<file path="src/rtl/syn_fifo_fwft_if.sv">
// rtl/syn_fifo_fwft_if.sv - Write/read handshake and status bundle for syn_fifo_fwft
interface syn_fifo_fwft_if #(
   parameter int DATA_WIDTH = 8,
   parameter int ADDR_WIDTH = 8
);
   logic                  clear;
   logic                  wr_en;
   logic [DATA_WIDTH-1:0] data_in;
   logic                  rd_en;
   logic [DATA_WIDTH-1:0] data_out;
   logic                  valid;
   logic                  full;
   logic                  empty;
   logic                  almost_full;
   logic                  almost_empty;
   logic [ADDR_WIDTH:0]   count;
   logic                  overflow;
   logic                  underflow;

   // Producer/consumer side: issues requests, observes data and status
   modport master (
      output clear, wr_en, data_in, rd_en,
      input  data_out, valid, full, empty, almost_full, almost_empty,
             count, overflow, underflow
   );

   // FIFO side
   modport slave (
      input  clear, wr_en, data_in, rd_en,
      output data_out, valid, full, empty, almost_full, almost_empty,
             count, overflow, underflow
   );
endinterface

</file>
<file path="src/rtl/syn_fifo_fwft.sv">
// rtl/syn_fifo_fwft.sv - Single-clock FIFO with standard or first-word-fall-through read
module syn_fifo_fwft #(
   parameter int DATA_WIDTH = 8,
   parameter int ADDR_WIDTH = 8,
   parameter int FWFT       = 0,
   parameter int AF_TH      = (1 << ADDR_WIDTH) - 2,
   parameter int AE_TH      = 2
) (
   input  logic           clk,
   input  logic           rst,
   syn_fifo_fwft_if.slave bus
);
   localparam int                DEPTH    = 1 << ADDR_WIDTH;
   localparam logic [ADDR_WIDTH:0] DEPTH_C = {1'b1, {ADDR_WIDTH{1'b0}}};
   localparam logic [ADDR_WIDTH:0] AF_TH_C = (ADDR_WIDTH+1)'(AF_TH);
   localparam logic [ADDR_WIDTH:0] AE_TH_C = (ADDR_WIDTH+1)'(AE_TH);

   // Storage has no reset: contents are meaningless once the pointers are cleared
   logic [DATA_WIDTH-1:0] mem_q [DEPTH];

   logic [ADDR_WIDTH-1:0] wr_ptr_q, wr_ptr_d;
   logic [ADDR_WIDTH-1:0] rd_ptr_q, rd_ptr_d;
   logic [ADDR_WIDTH:0]   count_q, count_d;
   logic [DATA_WIDTH-1:0] data_out_q, data_out_d;
   logic                  valid_q, valid_d;
   logic                  overflow_q, overflow_d;
   logic                  underflow_q, underflow_d;

   logic                  full_w;
   logic                  empty_w;
   logic                  wr_accept;
   logic                  rd_accept;
   logic                  mem_we;
   logic [DATA_WIDTH-1:0] head_w;

   // Status comes only from the registered count, never from wr_en/rd_en
   assign full_w  = (count_q == DEPTH_C);
   assign empty_w = (count_q == '0);

   // Head word as seen by the fall-through read port; forced to zero while empty
   assign head_w = empty_w ? '0 : mem_q[rd_ptr_q];

   // Next-state for pointers, count, read register and error pulses
   always_comb begin
      wr_accept   = bus.wr_en && !full_w;
      rd_accept   = bus.rd_en && !empty_w;
      mem_we      = 1'b0;
      wr_ptr_d    = wr_ptr_q;
      rd_ptr_d    = rd_ptr_q;
      count_d     = count_q;
      data_out_d  = data_out_q;
      valid_d     = 1'b0;
      overflow_d  = 1'b0;
      underflow_d = 1'b0;

      if (bus.clear) begin
         // Flush wins over any concurrent request and raises no error pulse
         wr_ptr_d   = '0;
         rd_ptr_d   = '0;
         count_d    = '0;
         data_out_d = '0;
      end else begin
         mem_we      = wr_accept;
         overflow_d  = bus.wr_en && !wr_accept;
         underflow_d = bus.rd_en && !rd_accept;

         if (wr_accept) begin
            wr_ptr_d = wr_ptr_q + 1'b1;
         end
         if (rd_accept) begin
            rd_ptr_d = rd_ptr_q + 1'b1;
         end

         case ({wr_accept, rd_accept})
            2'b10:   count_d = count_q + 1'b1;
            2'b01:   count_d = count_q - 1'b1;
            default: count_d = count_q;
         endcase

         // Standard mode captures the head word on an accepted read
         if (FWFT == 0 && rd_accept) begin
            data_out_d = mem_q[rd_ptr_q];
            valid_d    = 1'b1;
         end
      end
   end

   // Control state register with asynchronous active-low reset
   always_ff @(posedge clk or negedge rst) begin
      if (!rst) begin
         wr_ptr_q    <= '0;
         rd_ptr_q    <= '0;
         count_q     <= '0;
         data_out_q  <= '0;
         valid_q     <= 1'b0;
         overflow_q  <= 1'b0;
         underflow_q <= 1'b0;
      end else begin
         wr_ptr_q    <= wr_ptr_d;
         rd_ptr_q    <= rd_ptr_d;
         count_q     <= count_d;
         data_out_q  <= data_out_d;
         valid_q     <= valid_d;
         overflow_q  <= overflow_d;
         underflow_q <= underflow_d;
      end
   end

   // Word storage write port
   always_ff @(posedge clk) begin
      if (mem_we) begin
         mem_q[wr_ptr_q] <= bus.data_in;
      end
   end

   assign bus.data_out     = (FWFT != 0) ? head_w   : data_out_q;
   assign bus.valid        = (FWFT != 0) ? !empty_w : valid_q;
   assign bus.full         = full_w;
   assign bus.empty        = empty_w;
   assign bus.almost_full  = (count_q >= AF_TH_C);
   assign bus.almost_empty = (count_q <= AE_TH_C);
   assign bus.count        = count_q;
   assign bus.overflow     = overflow_q;
   assign bus.underflow    = underflow_q;
endmodule

</file>
<file path="src/flat_wrapper.sv">
// flat-port wrapper written by rule: the top's interface ports become plain ports
module syn_fifo_fwft_flat 
#(
   parameter int DATA_WIDTH = 8,
   parameter int ADDR_WIDTH = 8,
   parameter int FWFT       = 0,
   parameter int AF_TH      = (1 << ADDR_WIDTH) - 2,
   parameter int AE_TH      = 2
)
  (clk, rst, bus_clear, bus_wr_en, bus_data_in, bus_rd_en, bus_data_out, bus_valid, bus_full, bus_empty, bus_almost_full, bus_almost_empty, bus_count, bus_overflow, bus_underflow);
  syn_fifo_fwft_if #(.DATA_WIDTH(DATA_WIDTH), .ADDR_WIDTH(ADDR_WIDTH)) bus_i ();
  input  logic clk;
  input  logic rst;
  input wire logic [$bits(bus_i.clear)-1:0] bus_clear;
  input wire logic [$bits(bus_i.wr_en)-1:0] bus_wr_en;
  input wire logic [$bits(bus_i.data_in)-1:0] bus_data_in;
  input wire logic [$bits(bus_i.rd_en)-1:0] bus_rd_en;
  output wire logic [$bits(bus_i.data_out)-1:0] bus_data_out;
  output wire logic [$bits(bus_i.valid)-1:0] bus_valid;
  output wire logic [$bits(bus_i.full)-1:0] bus_full;
  output wire logic [$bits(bus_i.empty)-1:0] bus_empty;
  output wire logic [$bits(bus_i.almost_full)-1:0] bus_almost_full;
  output wire logic [$bits(bus_i.almost_empty)-1:0] bus_almost_empty;
  output wire logic [$bits(bus_i.count)-1:0] bus_count;
  output wire logic [$bits(bus_i.overflow)-1:0] bus_overflow;
  output wire logic [$bits(bus_i.underflow)-1:0] bus_underflow;
  assign bus_i.clear = bus_clear;
  assign bus_i.wr_en = bus_wr_en;
  assign bus_i.data_in = bus_data_in;
  assign bus_i.rd_en = bus_rd_en;
  assign bus_data_out = bus_i.data_out;
  assign bus_valid = bus_i.valid;
  assign bus_full = bus_i.full;
  assign bus_empty = bus_i.empty;
  assign bus_almost_full = bus_i.almost_full;
  assign bus_almost_empty = bus_i.almost_empty;
  assign bus_count = bus_i.count;
  assign bus_overflow = bus_i.overflow;
  assign bus_underflow = bus_i.underflow;
  syn_fifo_fwft #(.DATA_WIDTH(DATA_WIDTH), .ADDR_WIDTH(ADDR_WIDTH), .FWFT(FWFT), .AF_TH(AF_TH), .AE_TH(AE_TH)) u_core (.clk(clk), .rst(rst), .bus(bus_i));
endmodule
</file>
<file path="config.mk">
export PLATFORM = sky130hd
export DESIGN_NAME = syn_fifo_fwft_flat
export DESIGN_NICKNAME = d
export VERILOG_FILES = /design/src/rtl/syn_fifo_fwft_if.sv /design/src/rtl/syn_fifo_fwft.sv /design/src/flat_wrapper.sv
export SDC_FILE = /design/constraint.sdc
export NUM_CORES = 2
export LEC_CHECK = 0
export ABC_AREA = 1
export CAP_MARGIN = 15
export CORE_MARGIN = 5
export CORE_UTILIZATION = 45
export DETAILED_ROUTE_END_ITERATION = 10
export DONT_BUFFER_PORTS = 1
export HOLD_SLACK_MARGIN = 0.15
export PLACE_DENSITY = 0.68
export SLEW_MARGIN = 10
export SYNTH_ARGS = -nofsm -noshare
export SYNTH_HDL_FRONTEND = slang
export SYNTH_SLANG_ARGS = --single-unit
export TNS_END_PERCENT = 10
</file>
<file path="constraint.sdc">
create_clock -name clk -period 3.8 [get_ports clk]
set_input_delay 0.76 -clock clk [delete_from_list [all_inputs] [get_ports clk]]
set_output_delay 0.76 -clock clk [all_outputs]
set_load 0.02 [all_outputs]
</file>
# After elaboration in Yosys (flattened, before gate mapping)
# Memories as Yosys holds them, arrays and structs flattened.
# Index checks and enable logic that the tools add are counted.
[op_classes]
reduce_logical = 12
n_addsub = 4
muxes = 15
n_lt_le_gt_ge = 2
eq_ne = 3
[ops]
columns = ["op", "count"]
rows = [
  ["$mux 8", 6],
  ["$pmux 9 s2", 1],
  ["$add 8x1->8 const B", 2],
  ["$add 9x1->9 const B", 1],
  ["$eq 9x9->1 const B", 1],
  ["$ge 9x8->1 const B", 1],
  ["$le 9x2->1 const B", 1],
  ["$logic_not 9->1", 1],
  ["$mux 9", 1],
  ["$sub 9x1->9 const B", 1],
  ["$mux 1", 7],
  ["$logic_and 1x1->1", 4],
  ["$logic_not 1->1", 4],
  ["$reduce_bool 2->1", 2],
  ["$reduce_bool 3->1", 1],
  ["$eq 2x1->1 const B", 1],
  ["$eq 2x2->1 const B", 1],
]
[totals]
in_bits = 13
out_inout_bits = 24
memories = 1
wordCells = 44
regBits = 36
ram_bits = 2048
[mem_list]
columns = ["name", "depth", "word_bits", "rd", "rd_clocked_by_memory_dff", "wr", "line_no", "source"]
rows = [
  ["u_core.mem_q", 256, 8, 1, 0, 1, "syn_fifo_fwft.sv:19", "logic [DATA_WIDTH-1:0] mem_q [DEPTH];"],
]

# Logic depth before layout (Yosys ltp)
[depth]
word_depth = 6
ltp_mapped = 17
ltp_nobuf = 16

# Worst setup path before layout
# Ideal clock, no wire load.
[synth_path]
kind = "register -> register"
from = "register u_core.count_q[1], in the netlist u_core.bus.count[1]"
to = "memory u_core.mem_q[127][0] (enable)"
path_stages_with_launch = 10
t_arrival_ns = 2.137
t_required_ns = 3.405
setup_ns = 0.395
n_path_buf = 1
path_slack_ns = 1.268
synth_period_minus_slack_ns = 2.532
cell_sequence = "dfrtp_1 inv_1 nand3_1 nor2_1 nand2_1 nand2_2 nor2_1 buf_2 inv_1 nor4_1"
[synth_between]
elab_chain_len = 6
[synth_rtl]
columns = ["item", "line_no", "source"]
rows = [
  ["start, declared", "syn_fifo_fwft.sv:23", "logic [ADDR_WIDTH:0] count_q, count_d;"],
  ["start signal, assigned", "syn_fifo_fwft.sv:101", "count_q <= count_d;"],
  ["$eq 9x9->1", "syn_fifo_fwft.sv:37", "assign full_w = (count_q == DEPTH_C);"],
  ["$logic_not 1->1", "syn_fifo_fwft.sv:45", "wr_accept = bus.wr_en && !full_w;"],
  ["$logic_and 1x1->1", "syn_fifo_fwft.sv:45", ""],
  ["$mux 1", "syn_fifo_fwft.sv:56", "if (bus.clear) begin"],
  ["$mux 1", "syn_fifo_fwft.sv:111", "if (mem_we) begin"],
  ["$mux 1 (implied by the code)", "syn_fifo_fwft.sv:112", "mem_q[wr_ptr_q] <= bus.data_in;"],
  ["end, declared", "syn_fifo_fwft.sv:19", ""],
]
# Every way passes these cells.

# Worst setup path after layout
[layout_path]
from = "register u_core.count_q[1], in the netlist u_core.bus.count[1]"
to = "output port bus_almost_full"
[layout_between]
elab_chain_len = 1
[layout_rtl]
columns = ["item", "line_no", "source"]
rows = [
  ["$ge 9x8->1", "syn_fifo_fwft.sv:120", "assign bus.almost_full = (count_q >= AF_TH_C);"],
  ["end, declared", "flat_wrapper.sv:22", "output wire logic [$bits(bus_i.almost_full)-1:0] bus_almost_full;"],
]
# Every way passes these cells.

==> results_dict.tcl <==
set metrics [dict create \
    status "completed" \
    antenna_cells 0 \
    critical_path_arrival_ps 2460 \
    hpwl_microns 123600 \
    tns_ps 0 \
    postPlaceCellArea_sq_mm 0.08904 \
    worst_slew_pin_slew_ps 1337 \
    drtIter0Drc 7725 \
    cts_made_buffers 205 \
    synth_cell_types 36 \
    gp_congestion 0.9273 \
    clk_pin_slew_ps 60 \
    final_cell_area_sq_mm 0.09598 \
    finalNetCount 7372 \
    drc_errors 0 \
    dp_worst_setup_slack_ps 707.5 \
    synth_area_leaders "edfxtp_1, nand3_1, nand2_1" \
    grt_pass1_wl_microns 348500 \
    cp.required_ps 3040 \
    cts_tree "done" \
    yosysSeqAreaShare_pct 73.17 \
    drive_gt1_share_pct 9.003 \
    finalWorstSetupSlack_ps 581.9 \
    setup_viol 0 \
    cp_slowest_cell "o41ai_1" \
    fmax_mhz 310.7 \
    leakagePower_nw 33.76 \
    die_area_sq_mm 0.1983 \
    die_y_microns 445.3 \
    netlist_area_sq_mm 0.08529 \
    grt_usage_pct 23.15 \
    crit_path_end_kind "output port" \
    worstSetupStartpointType "flip-flop" \
    grt.overflow.total 0 \
    vias_per_cell 5.730 \
    ys.flop_type "edfxtp_1" \
    p_per_area_mw_per_mm2 590.8 \
    drtAntennaViolNets 0 \
    core_sq_mm 0.1882 \
    synthArstFlopShare_pct 1.727 \
    critPathKind "reg2out" \
    slowest_delay_ps 940 \
    maxSlewViolCount 0 \
    clk_path_buf_depth 3 \
    grt_max_degree 201 \
    synth.most_common_cell "nand2_1" \
    root_buffer "clkbuf_16" \
    yosysTopAreaCell "edfxtp_1" \
    crit_chain "inv_1 -> o41ai_1" \
    p_total_mw 56.71 \
    syn-num-nets 7286 \
    critPathMaxFanout 4 \
    syn_inst 7260 \
    first_global_vias 54790 \
    synth_edf_count 2048 \
    hold_slack_ps 225.6 \
    yosys_warnings 0 \
    start_util_pct 45.32 \
    synth-seq-cells 2084 \
    synthTopCellsByCount "nand2_1, edfxtp_1, nand3_1" \
    htree_levels 4 \
    syn_avg_cell_area_sq_um 11.75 \
    vias 57390 \
    synthToLayoutAreaGrowth_pct 12.54 \
    layout_min_cycle_time_ps 3218 \
    drtPass1Iterations 9 \
    min_path_type "in2reg" \
    slew_headroom_pct 10.90 \
    rsz0062_at_grt "no" \
    insertion_delay_ps 850 \
    cap_violations 0 \
    final.setup_skew_ps 38.77 \
    finalCritPeriodShare_pct 84.69 \
    antenna_found_initial 3 \
    rows 159 \
    clock_sinks 2084 \
    hold_violations 0 \
    peakVddDrop_mv 0.5742 \
    avgRoutedWirePerCell_microns 23.41 \
    port_buffers 0 \
    drt-total-wl_microns 234400 \
    netlist.area_leader.share_pct 72.11 \
    ios 37 \
    die_w_microns 445.3 \
]
==> layout make-up <==
cell class / count / area [sq um]
tap: 2495 / 3122
clock buffer: 262 / 5448
timing repair buffer: 367 / 3528
multi-input combinational: 4646 / 20270
fill: 16020 / 92210
inverter: 42 / 191.4
clock inverter: 119 / 1005
sequential: 2084 / 62420
==> critical path: cells and delay by family (launching register included) <==
kind,cells,cell delay (ps)
compound gates,1,940
buf+inv,1,150
flops,1,530
==> worst paths after layout <==
kind                                                 start  slack, ps  depth (start not counted)                                  to
max                        u_core.bus.count[1]$_DFFE_PN0P_        580                          2                     bus_almost_full
min                                         bus_data_in[1]        230                          1        u_core.mem_q[8][1]$_DFFE_PP_
max reg2reg                 u_core.rd_ptr_q[0]$_DFFE_PN0P_        580                         14  u_core.bus.data_out[2]$_DFFE_PN0P_
min reg2reg                 u_core.wr_ptr_q[5]$_DFFE_PN0P_        650                          2      u_core.wr_ptr_q[5]$_DFFE_PN0P_
max in group asynchronous                              rst       3160                          2      u_core.rd_ptr_q[1]$_DFFE_PN0P_
min in group asynchronous                              rst        360                          2     u_core.bus.count[6]$_DFFE_PN0P_
==> cell usage in the layout, fill, tap and decap left out, types with 3 or more instances in the layout <==
cell type      instances
xnor2_1                3
nand4_1                8
a21oi_1               15
clkinv_1              53
inv_16                 4
nand3_2                8
ha_1                  12
dfrtp_4                4
nand2_1             2308
clkbuf_8               4
o22ai_1                4
buf_16                11
inv_6                  3
nor3_1                 6
clkinv_8               4
inv_1                 33
clkbuf_1              50
dlygate4sd3_1         11
buf_4                303
bufinv_16             10
clkinv_2              38
xor2_1                 3
o21ai_0               20
clkinv_16              4
edfxtp_1            2048
clkbuf_16            208
nor2_2                 3
dfrtp_1               31
nand3_1             1954
nand2_2               12
clkinvlp_4             5
nor2_1               275
buf_12                42
==> power by group <==
part	switching, mW	internal (mW)	leakage (nW)
Clock	8.70	10.8	3.14
Combinational	8.29	3.23	11.7
Sequential	0.317	25.3	18.9
==> sequential cells by signal (all words and copies together), names as in the netlist <==
name                  count
u_core.bus.overflow       1
u_core.bus.valid          1
u_core.bus.underflow      1
u_core.wr_ptr_q           8
u_core.rd_ptr_q           8
u_core.mem_q           2048
u_core.bus.data_out       8
u_core.bus.count          9
==> logic make-up (layout without fill, tap and decap cells) <==
family	after synthesis	in the layout	share of synthesized area [%]
adder cells (fa/ha/maj)	13	13	0.1995
buffers and inverters	530	790	3.151
AO/OA/AOI/OAI	46	46	0.2949
flip-flops	2084	2084	73.17
AND/OR/NAND/NOR	4581	4581	23.13
XOR/XNOR	6	6	0.06163
==> layer usage <==
| layer | routed length [microns] | vias up | share of wire [%] | track usage (%) |
|---|---|---|---|---|
| li1 | - | 25850 | - | - |
| met1 | 93260 | 27970 | 40 | 31.94 |
| met2 | 108500 | 3030 | 46 | 36.46 |
| met3 | 22070 | 534 | 9.4 | 4.075 |
| met4 | 10540 | 4 | 4.5 | 9.931 |
| met5 | 27 | - | 0.012 | 0.07215 |
==> metrics by stage <==
stage / utilization, % / std cells
after CTS: 51.00 / 10020
final: 51.00 / 10020
after floorplan: - / 7260
after global routing: 51.00 / 10020
after detailed placement: 47.31 / 9608
after global placement: 47.31 / 9608
==> repair_timing <==
action	4_1_cts	5_1_grt
buffers inserted	0	0
resized for setup	0	0
endpoints found under the hold margin	818	0
hold buffers	26	0
Note: power is estimated with default switching activity, not from simulation.
